File: src/rtl/sub8u_approx_pipe.sv
// sub8u_approx_pipe: two-stage valid/ready pipelined 8-bit approximate subtractor.
// The low APPROX_BITS result bits are copied from A, and the borrow out of that
// field is dropped. The upper field is an exact 9-K bit subtraction.
// Optional error statistics are built when the macro APPROX_ERRMON_EN is defined.
// Without it, err_max/err_sum/err_cnt read as zero and stat_clr is ignored.
module sub8u_approx_pipe #(
  parameter int unsigned APPROX_BITS = 4,
  parameter int unsigned SUM_W       = 24,
  parameter int unsigned CNT_W       = 16
) (
  input  logic             clk,
  input  logic             rst_n,
  input  logic             in_valid,
  output logic             in_ready,
  input  logic [7:0]       in_a,
  input  logic [7:0]       in_b,
  output logic             out_valid,
  input  logic             out_ready,
  output logic [8:0]       out_d,
  input  logic             stat_clr,
  output logic [8:0]       err_max,
  output logic [SUM_W-1:0] err_sum,
  output logic [CNT_W-1:0] err_cnt
);

  localparam int unsigned DW = 8;
  localparam int unsigned RW = DW + 1;
  // Selects the approximated low field of a 9-bit value (all zeros when exact).
  localparam logic [RW-1:0] LOW_MASK = RW'((RW'(1) << APPROX_BITS) - RW'(1));

  logic          s1_valid_q;
  logic [DW-1:0] a_q;
  logic [DW-1:0] b_q;
  logic          s2_valid_q;
  logic [RW-1:0] out_d_q;

  logic          s1_adv;

  logic [RW-1:0] hi_a_c;
  logic [RW-1:0] hi_b_c;
  logic [RW-1:0] hi_diff_c;
  logic [RW-1:0] res_c;

  // S1 may hand over when S2 is empty or S2 is being drained this cycle.
  assign s1_adv   = !s2_valid_q | out_ready;
  assign in_ready = !s1_valid_q | s1_adv;

  // Approximate difference: exact upper field, A's low field, no borrow between them.
  always_comb begin
    hi_a_c    = {1'b0, a_q} >> APPROX_BITS;
    hi_b_c    = {1'b0, b_q} >> APPROX_BITS;
    hi_diff_c = hi_a_c - hi_b_c;
    res_c     = (hi_diff_c << APPROX_BITS) | ({1'b0, a_q} & LOW_MASK);
  end

  // Stage 1: operand registers, refilled whenever the stage can accept.
  always_ff @(posedge clk or negedge rst_n) begin
    if (!rst_n) begin
      s1_valid_q <= 1'b0;
      a_q        <= '0;
      b_q        <= '0;
    end else if (in_ready) begin
      s1_valid_q <= in_valid;
      if (in_valid) begin
        a_q <= in_a;
        b_q <= in_b;
      end
    end
  end

  // Stage 2: result register, held stable while the consumer stalls.
  always_ff @(posedge clk or negedge rst_n) begin
    if (!rst_n) begin
      s2_valid_q <= 1'b0;
      out_d_q    <= '0;
    end else if (s1_adv) begin
      s2_valid_q <= s1_valid_q;
      if (s1_valid_q) begin
        out_d_q <= res_c;
      end
    end
  end

  assign out_valid = s2_valid_q;
  assign out_d     = out_d_q;

`ifdef APPROX_ERRMON_EN
  localparam int unsigned SUM_XW = SUM_W + 1;

  logic              xfer;
  logic [RW-1:0]     err_c;
  logic [RW-1:0]     err_q;
  logic [RW-1:0]     err_max_q;
  logic [SUM_W-1:0]  err_sum_q;
  logic [CNT_W-1:0]  err_cnt_q;
  logic [SUM_XW-1:0] sum_ext_c;

  assign xfer = s2_valid_q & out_ready;

  // Error of an approximate result is exactly B's dropped low field.
  assign err_c     = {1'b0, b_q} & LOW_MASK;
  assign sum_ext_c = {1'b0, err_sum_q} + SUM_XW'(err_q);

  // Error travels alongside the result so it is known at the output transfer.
  always_ff @(posedge clk or negedge rst_n) begin
    if (!rst_n) begin
      err_q <= '0;
    end else if (s1_adv && s1_valid_q) begin
      err_q <= err_c;
    end
  end

  // Statistics: clear has priority over a coincident transfer; both accumulators saturate.
  always_ff @(posedge clk or negedge rst_n) begin
    if (!rst_n) begin
      err_max_q <= '0;
      err_sum_q <= '0;
      err_cnt_q <= '0;
    end else if (stat_clr) begin
      err_max_q <= '0;
      err_sum_q <= '0;
      err_cnt_q <= '0;
    end else if (xfer) begin
      if (err_q > err_max_q) begin
        err_max_q <= err_q;
      end
      err_sum_q <= sum_ext_c[SUM_W] ? '1 : sum_ext_c[SUM_W-1:0];
      if (err_cnt_q != '1) begin
        err_cnt_q <= err_cnt_q + CNT_W'(1);
      end
    end
  end

  assign err_max = err_max_q;
  assign err_sum = err_sum_q;
  assign err_cnt = err_cnt_q;
`else
  // Monitor not built: statistics read as zero, inputs only needed by it are sunk.
  logic unused_sink;
  assign unused_sink = ^{stat_clr, b_q};

  assign err_max = '0;
  assign err_sum = '0;
  assign err_cnt = '0;
`endif

endmodule
File: config.mk
export PLATFORM = sky130hd
export DESIGN_NAME = sub8u_approx_pipe
export DESIGN_NICKNAME = d
export VERILOG_FILES = /design/src/rtl/sub8u_approx_pipe.sv
export SDC_FILE = /design/constraint.sdc
export NUM_CORES = 1
export LEC_CHECK = 0
export CORE_MARGIN = 2
export CORE_UTILIZATION = 38
export DETAILED_ROUTE_END_ITERATION = 10
export PLACE_DENSITY = 0.79
export SKIP_LAST_GASP = 1
export SLEW_MARGIN = 20
export SYNTH_ARGS = -nofsm -noshare
export SYNTH_HDL_FRONTEND = slang
export SYNTH_SLANG_ARGS = --single-unit
File: constraint.sdc
create_clock -name clk -period 1.85 [get_ports clk]
set_input_delay 0.37 -clock clk [delete_from_list [all_inputs] [get_ports clk]]
set_output_delay 0.37 -clock clk [all_outputs]
set_load 0.01 [all_outputs]
# Yosys cells after proc, flatten, opt, wreduce, memory -nomap -nowiden
# Index checks and enable logic that the tools add are counted.
# Widths: inputs -> output; s select.
op_classes:
  bitwise_logic: 3
  n_reduce_logical: 4
  add_sub_neg: 1
op_table:
  columns: ["op", "n"]
  rows:
  - ["$or 9x4->9", 1]
  - ["$sub 4x4->5", 1]
  - ["$reduce_and 2->1", 2]
  - ["$logic_not 1->1", 2]
  - ["$or 1x1->1", 2]
totals:
  output_inout_bits: 60
  in_bits: 21
  word_cells: 13
  register_bits: 27

# Depth between registers and ports, before layout
# Gate-level depths: netlist (run 1).
depth:
  word_depth: 4
  ltp_mapped: 7
  mapped_depth_nobuf: 7

# Worst setup path after synthesis (run 1)
# OpenSTA, ideal clock, no wires.
synth_path:
  kind: "reg-to-reg"
  start: "reg a_q[4]"
  end: "reg out_d_q[8] (netlist: out_d[8])"
  t_required_ps: 1786
  arrival_time_ps: 1412
  synth_period_minus_slack_ps: 1477
  slack_ps: 373
  path_stages_with_launch: 8
  setup_ps: 64
  n_path_buf: 0
  path_cell_list: "dfrtp_1 inv_1 ha_1 inv_1 fa_1 a21o_1 a21oi_1 mux2_2"
synth_between:
  elab_chain_cells: 2
synth_rtl:
  columns: ["element", "line", "rtl"]
  rows:
  - ["start: declaration", "32", "logic [DW-1:0] a_q;"]
  - ["start signal: assignment", "65", "a_q <= in_a;"]
  - ["$sub 4x4->5", "52", "hi_diff_c = hi_a_c - hi_b_c;"]
  - ["$or 9x4->9", "53", "res_c = (hi_diff_c << APPROX_BITS) | ({1'b0, a_q} & LOW_MASK);"]
  - ["end signal: assignment", "79", "out_d_q <= res_c;"]
  - ["end: declaration", "35", "logic [RW-1:0] out_d_q;"]
# No other way between the ends.
# A chain may end at the register's enable or synchronous reset.

# Worst setup path in the final report (run 1)
layout_path:
  start: "in out_ready"
  end: "out in_ready"
layout_between:
  elab_chain_cells: 2
layout_rtl:
  columns: ["element", "line", "rtl"]
  rows:
  - ["start: declaration", "18", "input logic out_ready,"]
  - ["$or 1x1->1", "45", "assign s1_adv = !s2_valid_q | out_ready;"]
  - ["$or 1x1->1", "46", "assign in_ready = !s1_valid_q | s1_adv;"]
  - ["end: declaration", "14", "output logic in_ready,"]
# No other way between the ends.

==> flow_metrics.py, run 1 <==
metrics = {
    "synthesis": {
        "synth_top_cell_area_share": 0.397,
        "synth_area_per_cell_um2": 11.7,
        "yosysUniqueCellTypes": 24,
        "ys_top_cells_by_area": "dfrtp_1 40%, buf_4 25%, mux2_4 10%, mux2_2 6.2%, ha_1 3.5%",
        "yosysSeqAreaShare": 0.397,
        "syn_inst": 124,
        "ys_warn_count": 0,
        "synth_top_area_cell": "dfrtp_1",
        "syn_area_um2": 1450,
        "ys_seq_elements": 23,
    },
    "grt": {
        "gr-total-overflow": 0,
        "grt_pass1_wl_um": 3120,
        "track_usage": 0.0925,
        "antenna_found_initial": 0,
        "grt_max_degree": 24,
        "use_met2": 0.148,
        "grt_pass1_vias": 700,
        "met1_usage": 0.126,
        "grtUsageMet3": 0.0170,
        "gr-max-usage-layer": "met2",
    },
    "floorplan": {
        "die-area_um2": 4330,
        "row_count": 22,
        "die_y_um": 65.8,
        "io_pins": 81,
        "initial_core_util": 0.396,
        "core_um2": 3660,
        "die_x_um": 65.8,
    },
    "critical_path": {
        "cp.required_ps": 1480,
        "cpMaxStageDelayCell": "clkdlybuf4s50_1",
        "max_stage_delay_ps": 500,
        "cp_max_fo": 3,
        "startpoint_type": "input port",
        "cp_top_family": "buffers and inverters",
        "path_class": "input port to primary output",
        "crit_chain": "clkdlybuf4s50_1 -> nand3b_4 -> dlygate4sd2_1",
        "arrival_ps": 1280,
        "crit_path_end_kind": "primary output",
        "critPathLaunch": "out_ready",
        "crit_buf_inv": 2,
        "regToRegStartpoint": "a_q[4]$_DFFE_PN0P_",
    },
    "power": {
        "power.density_nw_per_um2": 933,
        "ir_worst_vdd_v": 0.000460,
        "power.leakage_uw": 0.000822,
    },
    "sta": {
        "slew_violations": 0,
        "finalSetupViolCount": 0,
        "hold_viol": 0,
        "whs_ps": 449,
        "finalCritPeriodShare": 0.891,
        "finalCriticalPeriod_ps": 1650,
        "fin_skew_ps": 6.64,
        "rsz0062_at_grt": "false",
        "max_freq_ghz": 0.606,
    },
    "route": {
        "num_vias": 766,
        "wl_um": 1870,
        "routedWlPerCell_um": 9.26,
        "drt_iter0_markers": 13,
        "remaining_drc_errors": 0,
        "antenna_left": 0,
        "routed_via_density": 3.79,
        "dr.pass1.iters": 2,
    },
    "outcome": {
        "status": "finished clean",
    },
    "clocking": {
        "clock_latency_ps": 260,
        "postCtsResizedCells": 1,
        "cts_num_sinks": 23,
        "cts_root_buf": "clkbuf_8",
        "h-tree-depth": 1,
        "clock_path_buffers": 2,
        "cts_tree": "built",
        "cts_setup_buffers": 0,
        "cts_hold_buf": 0,
        "cts_made_buffers": 3,
        "clk_pin_slew_ps": 80,
    },
    "job": {
        "drv_cap": 0,
    },
    "hold_path": {
        "hold_path.class": "input port to asynchronous set/reset pin",
    },
    "placement": {
        "gp_congestion": 0.686,
        "hpwl_um": 1530,
        "placed_cell_area_um2": 1580,
        "io_buffers": 26,
        "place_inst": 198,
    },
    "layout": {
        "fill_cells": 370,
        "drive_gt1_frac": 0.175,
        "area_growth_pct": 11.9,
        "fin_area_um2": 1620,
        "instances_no_fill": 202,
        "nets": 181,
        "diodes": 0,
    },
}
-- final cells by class --
cell class	count	area (um^2)	area share
Clock buffer	3	41.3	0.0254
Inverter	7	26.3	0.0162
Clock inverter	1	5.00	0.00308
Timing Repair Buffer	28	274	0.169
Sequential cell	23	576	0.355
Multi-Input combinational cell	92	641	0.395
Tap cell	48	60.1	0.0370
-- registers in the layout, indices dropped and copies added (netlist names) --
name,flops
a_q,8
s1_valid_q,1
out_d,9
out_valid,1
b_q,4
-- worst paths after layout --
| path | endpoint | slack (ps) | depth (start not counted) |
|---|---|---|---|
| hold / removal | a_q[7]$_DFFE_PN0P_ | 450 | 2 |
| hold reg to reg | a_q[3]$_DFFE_PN0P_ | 510 | 1 |
| min in group clk | a_q[3]$_DFFE_PN0P_ | 510 | 1 |
| setup / recovery | in_ready | 200 | 3 |
| setup reg to reg | out_d[8]$_DFFE_PN0P_ | 280 | 7 |
| max in group asynchronous | a_q[0]$_DFFE_PN0P_ | 1170 | 2 |
-- stage by stage --
step | total power (uW) | util | worst slack (ps) | TNS [ps]
after global routing | 1620 | 0.443 | 155 | 0
after CTS | 1540 | 0.443 | 196 | 0
after detailed placement | 1230 | 0.431 | -54.8 | -54.8
after global placement | 1220 | 0.431 | -56.0 | -56.0
after floorplan | 1070 | - | 373 | 0
final | 1510 | 0.443 | 201 | 0
-- kinds of logic (layout without fill, tap and decap cells) --
group	after synthesis	in the layout	synth area share
fa+ha+maj	5	5	0.0483
xor+xnor	1	1	0.00604
simple gates	9	9	0.0518
other cells	1	49	0.00259
compound gates	10	10	0.0431
flops	23	23	0.397
buf+inv	57	39	0.286
mux	18	18	0.166
-- report_power, final --
group / switching [uW] / internal [uW]
Sequential: 62.7 / 616
Combinational: 224 / 306
Clock: 156 / 150
Total: 443 / 1070
-- layout by cell type (no fill, tap or decap), types with 2 or more instances in the layout --
master	instances
clkbuf_8	3
mux2_2	8
conb_1	49
a21o_1	2
mux2_4	10
ha_1	4
buf_4	2
inv_1	7
clkdlybuf4s50_1	25
dfrtp_1	23
o21ai_0	5
-- worst register-to-register path: stages, from the launching register on --
cell and delay, ps:
dfrtp_1 390, inv_1 60, ha_1 150, inv_1 50, fa_1 390, a21o_1 190, a21oi_1 130, mux2_2 150
-- per-layer routing --
layer	share of wire	routed length [um]	up-vias
met1	0.44	819	357
li1	-	-	367
met3	0.074	138	2
met2	0.48	902	40
met5	0	0	-
met4	0.0053	10	0
-- synth_stat cells (all sizes together) --
master    n
buf      50
dfrtp    23
mux2     18
inv       7
o21ai     5
ha        4
nand2     3
a21o      2
a21oi     1
and3b     1
conb      1
fa        1
nand2b    1
nand3     1
nand3b    1
nor2b     1
o2111ai   1
o311ai    1
or2b      1
xnor2     1
(Power assumes the default switching activity.)
==> run 2, diff against run 1 <==
RECOVER_POWER = 100   (was default)
==> run 2 against run 1 <==
  * First-iteration DRC count did not move
  * Clock skew rose by 1.4 ps
  * Worst setup slack got worse by 10 ps
  * Cell count stayed put
  * Total power fell by 4.6%
  * Largest cell class unchanged
  * Largest power group unchanged
  * Highest routed layer unchanged
==> flow_metrics.py, run 2 (synthesized netlist as in run 1, its figures left out) <==
metrics = {
    "layout": {
        "instances_no_fill": 202,
        "fill_cells": 380,
        "layout_common_cells": "49 x conb_1, 23 x dfrtp_1, 14 x clkdlybuf4s50_1",
        "utilization": 0.428,
        "fin_area_um2": 1570,
        "final_common_cell": "conb_1",
        "area_growth_pct": 7.94,
        "largest_reg_flops": 9,
        "drive_gt1_frac": 0.0974,
        "diodes": 0,
        "nets": 181,
    },
    "clocking": {
        "h-tree-depth": 1,
        "cts_setup_buffers": 0,
        "clk_pin_slew_ps": 80,
        "cts_tree": "built",
        "clock_latency_ps": 260,
        "clock_path_buffers": 2,
        "cts_root_buf": "clkbuf_8",
        "cts_made_buffers": 3,
        "postCtsResizedCells": 1,
        "cts_hold_buf": 0,
        "cts_num_sinks": 23,
    },
    "grt": {
        "antenna_found_initial": 0,
        "track_usage": 0.0925,
        "grt_max_degree": 24,
        "gr-total-overflow": 0,
        "grt_pass1_vias": 700,
        "grt_pass1_wl_um": 3120,
    },
    "floorplan": {
        "io_pins": 81,
        "die_y_um": 65.8,
        "initial_core_util": 0.396,
        "die_x_um": 65.8,
        "die-area_um2": 4330,
        "row_count": 22,
        "core_um2": 3660,
    },
    "sta": {
        "rsz0062_at_grt": "false",
        "slew_violations": 0,
        "finalCritPeriodShare": 0.897,
        "max_freq_ghz": 0.603,
        "hold_viol": 0,
        "fin_skew_ps": 8.03,
        "finalCriticalPeriod_ps": 1660,
        "finalSetupViolCount": 0,
    },
    "route": {
        "dr.pass1.iters": 2,
        "remaining_drc_errors": 0,
        "antenna_left": 0,
        "routed_via_density": 3.82,
        "wl_um": 1840,
        "routedWlPerCell_um": 9.08,
        "drt_iter0_markers": 13,
        "num_vias": 771,
    },
    "outcome": {
        "status": "finished clean",
    },
    "critical_path": {
        "path_class": "input port to primary output",
        "crit_chain": "clkdlybuf4s50_1 -> nand3b_1 -> dlygate4sd2_1",
        "crit_path_end_kind": "primary output",
        "cpMaxStageDelayCell": "clkdlybuf4s50_1",
        "cp_max_fo": 3,
        "arrival_ps": 1290,
        "crit_buf_inv": 2,
        "max_stage_delay_ps": 430,
        "cp.required_ps": 1480,
        "cp_top_family": "buffers and inverters",
        "startpoint_type": "input port",
    },
    "placement": {
        "placed_cell_area_um2": 1580,
        "io_buffers": 26,
        "place_inst": 198,
        "hpwl_um": 1530,
        "gp_congestion": 0.686,
    },
    "power": {
        "ir_worst_vdd_v": 0.000448,
        "power.density_nw_per_um2": 923,
        "power.leakage_uw": 0.000769,
    },
    "job": {
        "drv_cap": 0,
    },
    "hold_path": {
        "hold_path.class": "flop to flop",
    },
}
==> run 2: changes by cell type in the layout (fill, tap and decap cells not counted) <==
cell / change
buf_4: -1
clkbuf_1: +1
clkdlybuf4s50_1: -11
dlygate4sd3_1: +11
mux2_1: +9
mux2_4: -9
nand2_1: +1
nand2_4: -1
nand3b_1: +1
nand3b_4: -1
==> run 2: power by group <==
group	switching, uW	internal, uW
Combinational	219	249
Sequential	56.0	615
Clock	155	150
Total	430	1010
==> run 2: worst paths after layout <==
| check | start | to | slack [ps] | depth (start not counted) |
|---|---|---|---|---|
| setup / recovery | out_ready | in_ready | 190 | 3 |
| hold / removal | a_q[3]$_DFFE_PN0P_ | a_q[3]$_DFFE_PN0P_ | 490 | 1 |
| setup reg to reg | a_q[4]$_DFFE_PN0P_ | out_d[8]$_DFFE_PN0P_ | 290 | 7 |
| hold reg to reg | a_q[3]$_DFFE_PN0P_ | a_q[3]$_DFFE_PN0P_ | 490 | 1 |
| max in group asynchronous | rst_n | a_q[0]$_DFFE_PN0P_ | 1100 | 2 |
| min in group asynchronous | rst_n | a_q[7]$_DFFE_PN0P_ | 520 | 2 |
==> run 2: routing by layer <==
metal | vias to the layer above | global-route usage | share of wire
li1 | 369 | - | -
met1 | 360 | 0.126 | 0.42
met2 | 40 | 0.148 | 0.50
met3 | 2 | 0.0170 | 0.079
met4 | 0 | 0.0313 | 0.0054
met5 | - | 0 | 0
==> run 2: through the flow <==
stage | hold slack [ps] | total power [uW] | setup TNS (ps) | setup slack [ps]
3_5_place_dp | 493 | 1230 | -54.8 | -54.8
5_1_grt | 522 | 1550 | 0 | 131
6_report | 494 | 1440 | 0 | 191
2_1_floorplan | 74.4 | 1070 | 0 | 373
4_1_cts | 462 | 1540 | 0 | 196
3_3_place_gp | 485 | 1220 | -56.0 | -56.0
==> run 2: final cells by class <==
cell class	instances	area (um^2)	share of cell area
clock buffers	3	41.3	0.0264
clock inverters	1	5.00	0.00320
inverters	7	26.3	0.0168
multi-input cells	92	587	0.375
flip-flops and latches	23	576	0.368
well taps	48	60.1	0.0384
repair buffers	28	270	0.173
